<file path="src/rtl/store_align_ctrl.sv">
// Store sequencer: aligns one LSU store onto the 64-bit write bus and waits for the response.
// Define STORE_SPLIT_EN to split 8-byte-boundary-crossing stores into two beats.
module store_align_ctrl #(
  parameter int unsigned ADDR_W = 64
) (
  input  logic              clk,
  input  logic              rst,
  input  logic              req_valid,
  output logic              req_ready,
  input  logic [ADDR_W-1:0] req_addr,
  input  logic [63:0]       req_data,
  input  logic [1:0]        req_size,
  output logic              bus_valid,
  input  logic              bus_ready,
  output logic [ADDR_W-1:0] bus_addr,
  output logic [63:0]       bus_wdata,
  output logic [7:0]        bus_wstrb,
  input  logic              bus_bvalid,
  output logic              bus_bready,
  input  logic              bus_berr,
  output logic              done_valid,
  output logic              done_err
);

`ifdef STORE_SPLIT_EN
  typedef enum logic [2:0] {StIdle, StSend0, StWait0, StSend1, StWait1, StDone} state_e;
`else
  typedef enum logic [2:0] {StIdle, StSend0, StWait0, StDone} state_e;
`endif

  state_e state_q, state_d;
  logic   err_q, err_d;
  logic   accept;

  logic [2:0] off;
  logic [3:0] nbytes;
  logic [7:0] mask;
  logic       cross_in;

  // Alignment fields are computed from the incoming request and captured at acceptance.
  always_comb begin
    off = req_addr[2:0];
    unique case (req_size)
      2'b00:   begin nbytes = 4'd1; mask = 8'h01; end
      2'b01:   begin nbytes = 4'd2; mask = 8'h03; end
      2'b10:   begin nbytes = 4'd4; mask = 8'h0F; end
      default: begin nbytes = 4'd8; mask = 8'hFF; end
    endcase
    cross_in = (({1'b0, off} + nbytes) > 4'd8);
  end

  assign accept = req_valid && (state_q == StIdle);

`ifdef STORE_SPLIT_EN
  logic              cross_q;
  logic [ADDR_W-1:0] b1_addr_q;
  logic [63:0]       b1_wdata_q;
  logic [7:0]        b1_wstrb_q;
  logic              load_b1;

  assign load_b1 = (state_q == StWait0) && bus_bvalid && !bus_berr && cross_q;

  always_ff @(posedge clk) begin
    if (rst) begin
      cross_q    <= 1'b0;
      b1_addr_q  <= '0;
      b1_wdata_q <= '0;
      b1_wstrb_q <= '0;
    end else if (accept) begin
      cross_q    <= cross_in;
      b1_addr_q  <= {req_addr[ADDR_W-1:3], 3'b000} + ADDR_W'(8);
      // off == 0 shifts by the full width and yields zero, as required.
      b1_wdata_q <= req_data >> (7'd64 - {1'b0, off, 3'b000});
      b1_wstrb_q <= mask >> (4'd8 - {1'b0, off});
    end
  end
`endif

  // Bus beat registers only change at acceptance or between beats, so they hold under stall.
  always_ff @(posedge clk) begin
    if (rst) begin
      bus_addr  <= '0;
      bus_wdata <= '0;
      bus_wstrb <= '0;
    end else if (accept) begin
      bus_addr  <= {req_addr[ADDR_W-1:3], 3'b000};
      bus_wdata <= req_data << {off, 3'b000};
      bus_wstrb <= mask << off;
    end
`ifdef STORE_SPLIT_EN
    else if (load_b1) begin
      bus_addr  <= b1_addr_q;
      bus_wdata <= b1_wdata_q;
      bus_wstrb <= b1_wstrb_q;
    end
`endif
  end

  always_ff @(posedge clk) begin
    if (rst) begin
      state_q <= StIdle;
      err_q   <= 1'b0;
    end else begin
      state_q <= state_d;
      err_q   <= err_d;
    end
  end

  always_comb begin
    state_d = state_q;
    err_d   = err_q;
    unique case (state_q)
      StIdle: begin
        if (req_valid) begin
          err_d   = 1'b0;
          state_d = StSend0;
`ifndef STORE_SPLIT_EN
          if (cross_in) begin
            err_d   = 1'b1;
            state_d = StDone;
          end
`endif
        end
      end
      StSend0: if (bus_ready) state_d = StWait0;
      StWait0: begin
        if (bus_bvalid) begin
          err_d   = bus_berr;
          state_d = StDone;
`ifdef STORE_SPLIT_EN
          if (!bus_berr && cross_q) state_d = StSend1;
`endif
        end
      end
`ifdef STORE_SPLIT_EN
      StSend1: if (bus_ready) state_d = StWait1;
      StWait1: begin
        if (bus_bvalid) begin
          err_d   = bus_berr;
          state_d = StDone;
        end
      end
`endif
      StDone:  state_d = StIdle;
      default: state_d = StIdle;
    endcase
  end

  always_comb begin
    req_ready  = (state_q == StIdle);
    bus_valid  = (state_q == StSend0);
    bus_bready = (state_q == StWait0);
`ifdef STORE_SPLIT_EN
    bus_valid  = bus_valid  || (state_q == StSend1);
    bus_bready = bus_bready || (state_q == StWait1);
`endif
    done_valid = (state_q == StDone);
    done_err   = (state_q == StDone) && err_q;
  end

endmodule

</file>
<file path="config.mk">
export PLATFORM = sky130hd
export DESIGN_NAME = store_align_ctrl
export DESIGN_NICKNAME = d
export VERILOG_FILES = /design/src/rtl/store_align_ctrl.sv
export SDC_FILE = /design/constraint.sdc
export NUM_CORES = 1
export LEC_CHECK = 0
export ABC_AREA = 1
export CAP_MARGIN = 20
export CELL_PAD_IN_SITES_DETAIL_PLACEMENT = 1
export CELL_PAD_IN_SITES_GLOBAL_PLACEMENT = 1
export CORE_MARGIN = 2
export CORE_UTILIZATION = 45
export DETAILED_ROUTE_END_ITERATION = 8
export DONT_BUFFER_PORTS = 1
export GPL_TIMING_DRIVEN = 0
export HOLD_SLACK_MARGIN = 0.12
export PLACE_DENSITY_LB_ADDON = 0.1
export SETUP_SLACK_MARGIN = 0.05
export SLEW_MARGIN = 20
export SYNTH_ARGS = -nofsm -noshare
export SYNTH_HDL_FRONTEND = slang
export SYNTH_SLANG_ARGS = --single-unit
</file>
<file path="constraint.sdc">
create_clock -name clk -period 3.3 [get_ports clk]
set_input_delay 0.33 -clock clk [delete_from_list [all_inputs] [get_ports clk]]
set_output_delay 0.33 -clock clk [all_outputs]
set_load 0.1 [all_outputs]
</file>
==> flow_summary.toml, run 1 <==
[power]
power_frac_clock_pct = 24.2
max-vdd-ir-drop_mv = 0.633
power_frac_seq_pct = 54.4
p_per_area_nw_per_um2 = 982
p_leak_nw = 3.33
p_sw_mw = 4.20
p_sw_share_pct = 55.0
pwr-share-comb_pct = 21.4
p_int_mw = 3.44
p_total_mw = 7.64

[detailed_routing]
first_pass_iters = 7
post_drt_wl_per_cell_um = 23.7
wirelength_mm = 28.6
viasPerCell = 5.90
vias = 7118
highest_layer = "met4"
wl_met1_mm = 11.2
ant_nets = 0
drc = 2
wl_met3_mm = 2.53
wl_met2_mm = 14.0
first_iter_violations = 455

[setup_path]
path_max_fanout = 10
path_delay_family = "simple AND/OR/NAND/NOR gates"
arrival_ns = 3.16
worstReg2RegStart = "state_q[0]"
cp_cell_sequence = "inv_1 -> ha_2 -> nand2_2 -> nor2_2 -> clkbuf_1 -> nand2_1 -> nand3_1 -> nand2_1 -> inv_1"
crit_slowest_cell = "ha_2"
path_class = "flop to flop"
reg2reg_depth = 9
max_stage_delay_ns = 0.60
worstPathRequired_ns = 3.68
cp-start-kind = "flop"
endpoint = "bus_wdata[63]"
worstSetupEndpointType = "flop"
crit_path_start = "state_q[0]"
cp_num_buf_inv = 3
rrSetupSlack_ns = 0.51
path_depth = 9
reg2reg_to = "bus_wdata[63]"

[floorplanning]
pin_count = 277
core_sq_um = 13900
dieHeight_um = 124
rows = 43
die_area_sq_um = 15300
die_w_um = 124
initial_core_util_pct = 46.2

[clock_tree]
cts_buffers = 17
numClockSinks = 136
clk_latency_ns = 0.43
path_clk_slew_ns = 0.06
clk_path_buf_depth = 2
cts_tree = "done"
cts-root-buf = "clkbuf_16"
h-tree-depth = 4

[global_routing]
grt_first_pass_wirelength_mm = 41.8
grt_max_degree = 17
grt_pass1_vias = 7381
grt_overflow = 0
antenna_found_initial = 0
grt.total_usage_pct = 37.1

[flow_run]
maxCapViolCount = 0

[sta]
slew_viol_final = 0
relSlewSlack_pct = 27.2
rsz0062_at_grt = "no"
hold_violations = 0
worst_pin_slew_ns = 1.09
setup_viol = 0
period_minus_slack_ns = 2.79
fin_setup_tns_ns = 0
skew_ns = 0.0113
fin_crit_sh_pct = 84.5
fmax_mhz = 359

[layout]
multi_input_area_sq_um = 3190
nets = 1159
antenna-diode-count = 0
drive_above_1_share_pct = 6.52
ff_latch_area_sq_um = 2720
areaGrowthSynthToFinish_pct = 20.9
fillers = 1794

[synthesis]
synth_seq_area_share_pct = 42.3
yosys.cell_types.count = 31
synth-seq-cells = 136
syn_inst = 939
yosys_warnings = 0
netlist_area_sq_um = 6430
synth.avg_cell_area_sq_um = 6.85

[placement]
place.gp.congestion = 0.958
io_buffers = 0
dpl.hpwl_mm = 20.3

[min_path]
holdCritPathClass = "input pin to flop"

[run_status]
status = "complete, but fails checks"
failed_checks = "DRC"
-- power groups by stage --
stage | Sequential [mW] | Combinational (mW) | Clock, mW
2_1_floorplan | 4.08 | 1.11 | 0
5_1_grt | 4.18 | 1.78 | 1.91
3_3_place_gp | 4.16 | 1.40 | 0
6_report | 4.16 | 1.63 | 1.85
4_1_cts | 4.14 | 1.56 | 1.83
3_5_place_dp | 4.17 | 1.50 | 0
-- cell usage in the layout (no fill, tap or decap), drive strengths merged --
cell | Yosys | routed
a21oi | 42 | 42
buf | 34 | 34
nand3 | 63 | 63
inv | 54 | 59
ha | 6 | 6
conb | 1 | 3
mux2i | 15 | 15
clkbuf | 36 | 53
o21ai | 99 | 99
nand2 | 234 | 234
o221ai | 2 | 2
o211ai | 12 | 12
a221oi | 1 | 1
or2 | 3 | 3
a22oi | 16 | 16
clkinvlp | 0 | 2
dfxtp | 136 | 136
a31oi | 17 | 17
dlygate4sd3 | 0 | 56
clkinv | 0 | 5
nor2 | 158 | 158
o22ai | 8 | 8
a32oi | 1 | 1
bufinv | 0 | 1
fa | 1 | 1
-- worst register-to-register path: cells and delay by family, from the launching register on --
| family | cells | cell delay (ns) |
|---|---|---|
| flip-flops | 1 | 0.35 |
| adder cells (fa/ha/maj) | 1 | 0.60 |
| AND/OR/NAND/NOR | 5 | 1.01 |
| buffers and inverters | 3 | 0.79 |
-- per-layer routing --
| metal | vias to the layer above | global-route usage [%] |
|---|---|---|
| met5 | - | 0 |
| met2 | 368 | 64.7 |
| met4 | 0 | 13.6 |
| met1 | 3461 | 43.0 |
| met3 | 70 | 10.5 |
| li1 | 3219 | - |
-- flip-flops by register name, indices dropped and copies added, names as in the netlist --
name,flops
bus_wdata,64
bus_addr,61
bus_wstrb,8
state_q,2
err_q,1
-- synth_stat cells --
| library cell | count | share of area [%] |
|---|---|---|
| or2_0 | 1 | 0.097 |
| conb_1 | 1 | 0.058 |
| o21ai_0 | 95 | 7.4 |
| a21oi_1 | 42 | 3.3 |
| o211ai_1 | 12 | 1.4 |
| a31oi_1 | 17 | 1.7 |
| nor2_1 | 156 | 9.1 |
| buf_6 | 1 | 0.18 |
| a32oi_1 | 1 | 0.14 |
| inv_2 | 3 | 0.18 |
| fa_1 | 1 | 0.31 |
| ha_1 | 6 | 1.2 |
| nand3_1 | 63 | 4.9 |
| buf_2 | 18 | 1.4 |
| clkbuf_1 | 36 | 2.1 |
| a22oi_1 | 16 | 1.9 |
| o221ai_1 | 2 | 0.27 |
| inv_1 | 50 | 2.9 |
| or2_1 | 2 | 0.19 |
| mux2i_1 | 15 | 2.3 |
| nor2_2 | 2 | 0.19 |
| nand2_4 | 1 | 0.18 |
| a221oi_1 | 1 | 0.14 |
| o22ai_1 | 8 | 0.78 |
| buf_4 | 9 | 1.1 |
| nand2_1 | 232 | 14 |
| inv_4 | 1 | 0.097 |
| buf_1 | 6 | 0.35 |
| nand2_2 | 1 | 0.097 |
| dfxtp_1 | 136 | 42 |
| o21ai_1 | 4 | 0.31 |
-- per-stage QoR --
step                      util [%]  instances  area, sq um  worst slack [ns]  hold slack, ns
after detailed placement      47.8       1121         6660             0.214           0.490
after floorplan                  -        941         6440             0.919           0.446
after CTS                     55.8       1207         7770             0.164           0.124
after global routing          55.8       1207         7780             0.387           0.151
final                         55.8       1207         7780             0.512           0.123
after global placement        47.8       1121         6660             0.239           0.456
-- how the worst min path moves through the flow --
stage / depth (start not counted) / startpoint / slack [ns] / to
after floorplan: 2 / err_q / 0.45 / err_q
after global placement: 2 / err_q / 0.46 / err_q
after detailed placement: 2 / err_q / 0.49 / err_q
after CTS: 2 / req_addr[18] / 0.12 / bus_addr[18]
after global routing: 2 / req_addr[32] / 0.15 / bus_addr[32]
final: 2 / req_addr[18] / 0.12 / bus_addr[18]
-- repair_timing --
action,CTS,global route
endpoints found under the hold margin,56,0
resized for setup,0,1
setup endpoints to repair,0,6
buffers inserted,0,0
hold buffers,56,0
-- cell type report --
type,count,share of cell area (%)
Multi-Input combinational cell,681,41.0
Buffer,70,4.20
Clock buffer,17,5.47
Clock inverter,13,1.59
Sequential cell,136,35.0
Tap cell,180,2.90
Timing Repair Buffer,56,7.21
Inverter,54,2.64
-- kinds of logic (layout without fill, tap and decap cells) --
| family | Yosys count | count (layout) | share of synthesized area, % |
|---|---|---|---|
| simple gates | 458 | 458 | 28.3 |
| compound gates | 198 | 198 | 17.2 |
| flops | 136 | 136 | 42.3 |
| buf+inv | 124 | 210 | 8.27 |
| mux | 15 | 15 | 2.33 |
| fa+ha+maj | 7 | 7 | 1.48 |
| other cells | 1 | 3 | 0.0583 |
Power figures use the tool's default switching activity.
==> inputs of run 2 (changes only) <==
--- a/config.mk
+++ b/config.mk
@@ -5,7 +5,7 @@
 export SDC_FILE = /design/constraint.sdc
 export NUM_CORES = 1
 export LEC_CHECK = 0
-export ABC_AREA = 1
+export ABC_AREA = 0
 export CAP_MARGIN = 20
 export CELL_PAD_IN_SITES_DETAIL_PLACEMENT = 1
 export CELL_PAD_IN_SITES_GLOBAL_PLACEMENT = 1
==> constraint.sdc (replaced) <==
create_clock -name clk -period 2.72 [get_ports clk]
set_input_delay 0.272 -clock clk [delete_from_list [all_inputs] [get_ports clk]]
set_output_delay 0.272 -clock clk [all_outputs]
set_load 0.1 [all_outputs]
==> run 2 against run 1 <==
  * Non-clock buffer count is 12 higher
  * Critical endpoint is now state_q[1]
  * The run now ends clean
  * Clock power is 19% higher
  * Die area is 1.6% higher
  * Total power is 19% higher
==> flow_summary.toml, run 2 <==
[placement]
io_buffers = 0
post_dp_cell_area_sq_um = 6770
place.gp.congestion = 0.935
dpl.hpwl_mm = 18.4

[layout]
fin_util_pct = 56.1
multi_input_area_sq_um = 3450
design_area_sq_um = 8060
drive_above_1_share_pct = 13.3
largest_reg_flops = 64
fillers = 1652
areaGrowthSynthToFinish_pct = 23.3
final_common_cell = "nand2_1"
top_regs = "bus_wdata: 64 flops, bus_addr: 61 flops, bus_wstrb: 8 flops"
nets = 967
antenna-diode-count = 0
regMostFlops = "bus_wdata"
layout_common_cells = "164 x nand2_1, 136 x dfxtp_1, 81 x nor2_1"
ff_latch_area_sq_um = 2720

[synthesis]
synthTopCellsByArea = "dfxtp_1 42%, nand2_1 9.4%, mux4_2 9.3%, a21oi_1 5.4%, nor2_1 4.7%"
post-synth-top-area-fraction_pct = 41.7
synth-seq-cells = 136
netlist_area_sq_um = 6540
synth_edf_count = 0
yosys.cell_types.count = 49
synth_ff_type = "dfxtp_1"
syn_inst = 733
synth_seq_area_share_pct = 41.7
synth.avg_cell_area_sq_um = 8.92
synth_largest_area_cell = "dfxtp_1"
synth.most_common_cell = "nand2_1"
yosys_warnings = 0
synth_common_cells = "164 x nand2_1, 136 x dfxtp_1, 82 x nor2_1"
synthArstFlopShare_pct = 0

[setup_path]
cp-start-kind = "flop"
path_class = "flop to flop"
arrival_ns = 2.80
path_max_fanout = 5
worstSetupEndpointType = "flop"
worstPathRequired_ns = 3.07

[clock_tree]
path_clk_slew_ns = 0.06
clk_path_buf_depth = 2
cts_tree = "done"
cts-root-buf = "clkbuf_16"
numClockSinks = 136
cts_buffers = 17
h-tree-depth = 4
clk_latency_ns = 0.43

[floorplanning]
die_w_um = 125
pin_count = 277
rows = 44
core_sq_um = 14400
die_area_sq_um = 15500
dieHeight_um = 125
initial_core_util_pct = 45.5

[global_routing]
grt_max_degree = 17
grt.total_usage_pct = 32.5
antenna_found_initial = 0
grt_first_pass_wirelength_mm = 39.0
grt_pass1_vias = 6756
grt_overflow = 0

[power]
max-vdd-ir-drop_mv = 0.411
p_per_area_nw_per_um2 = 1130
p_leak_nw = 3.02

[flow_run]
maxCapViolCount = 0

[sta]
skew_ns = 0.00717
whs_ns = 0.128
setup_viol = 0
period_minus_slack_ns = 2.45
rsz0062_at_grt = "no"
fin_setup_tns_ns = 0
slew_viol_final = 0
relSlewSlack_pct = 27.6
hold_violations = 0
fmax_mhz = 407
fin_crit_sh_pct = 90.3
worst_pin_slew_ns = 1.09

[detailed_routing]
first_iter_violations = 295
drc = 0
ant_nets = 0
vias = 6173
wirelength_mm = 25.7
first_pass_iters = 4
viasPerCell = 6.05
post_drt_wl_per_cell_um = 25.2

[min_path]
holdCritPathClass = "input pin to flop"

[run_status]
status = "complete, no violations"
## run 2: cell types whose count changed after synthesis, moves of 20 or more
cell / delta
a21oi_1: +28
inv_1: -45
mux4_2: +27
nand2_1: -68
nand3_1: -62
nor2_1: -74
nor3_1: +20
o21ai_0: -92
## run 2: what timing repair did
action	4_1_cts	5_1_grt
cloned	0	0
setup endpoints to repair	132	24
hold buffers	70	0
gates resized for setup	3	4
hold endpoints to repair	73	0
buffers inserted	0	0
## run 2: logic make-up after synthesis
family / count (synthesis) / share of synthesized area [%]
AOI/OAI and AO/OA: 161 / 16.8
and+or+nand+nor: 287 / 18.0
other: 1 / 0.0574
buffers and inverters: 74 / 6.05
muxes: 67 / 15.9
adders and majority gates: 7 / 1.46
DFF: 136 / 41.7
## run 2: worst max-delay path: stages, from the launching register on
cell      delay, ns
dfxtp_1        0.40
inv_1          0.12
ha_1           0.61
nor2b_1        0.33
a221oi_1       0.46
mux2_2         0.39
o21ai_0        0.07
## run 2: layer usage
layer | part of all wire (%) | track usage [%] | up-vias
met3 | 10 | 13.0 | 59
li1 | - | - | 2794
met2 | 51 | 59.4 | 304
met5 | 0 | 0 | -
met4 | 3.2 | 13.0 | 0
met1 | 35 | 32.8 | 3016
## run 2: worst paths after layout
check / from / end / slack, ns / depth (start not counted)
hold reg to reg: err_q / err_q / 0.50 / 2
setup / recovery: state_q[0] / state_q[1] / 0.27 / 6
hold / removal: req_data[1] / bus_wdata[33] / 0.13 / 2
setup reg to reg: state_q[0] / state_q[1] / 0.27 / 6
## run 2: stage by stage
stage / cells / power, mW / setup slack [ns]
after floorplan: 735 / 6.31 / 0.337
after global placement: 919 / 6.71 / -0.474
after detailed placement: 919 / 6.79 / -0.495
after CTS: 1021 / 9.06 / 0.00342
after global routing: 1021 / 9.43 / 0.178
final: 1021 / 9.12 / 0.265
## run 2: final cells by class
type	count	share of cell area, %
buffer	68	4.64
clock buffer	20	5.42
clock inverter	12	1.48
inverter	6	0.280
multi-input combinational	525	42.8
sequential	136	33.8
tap	184	2.86
timing repair buffer	70	8.70
## run 2: power breakdown
| group | internal (mW) | switching [mW] |
|---|---|---|
| logic | 0.626 | 1.17 |
| registers | 2.35 | 2.78 |
| clock network | 1.27 | 0.926 |
| total | 4.25 | 4.88 |
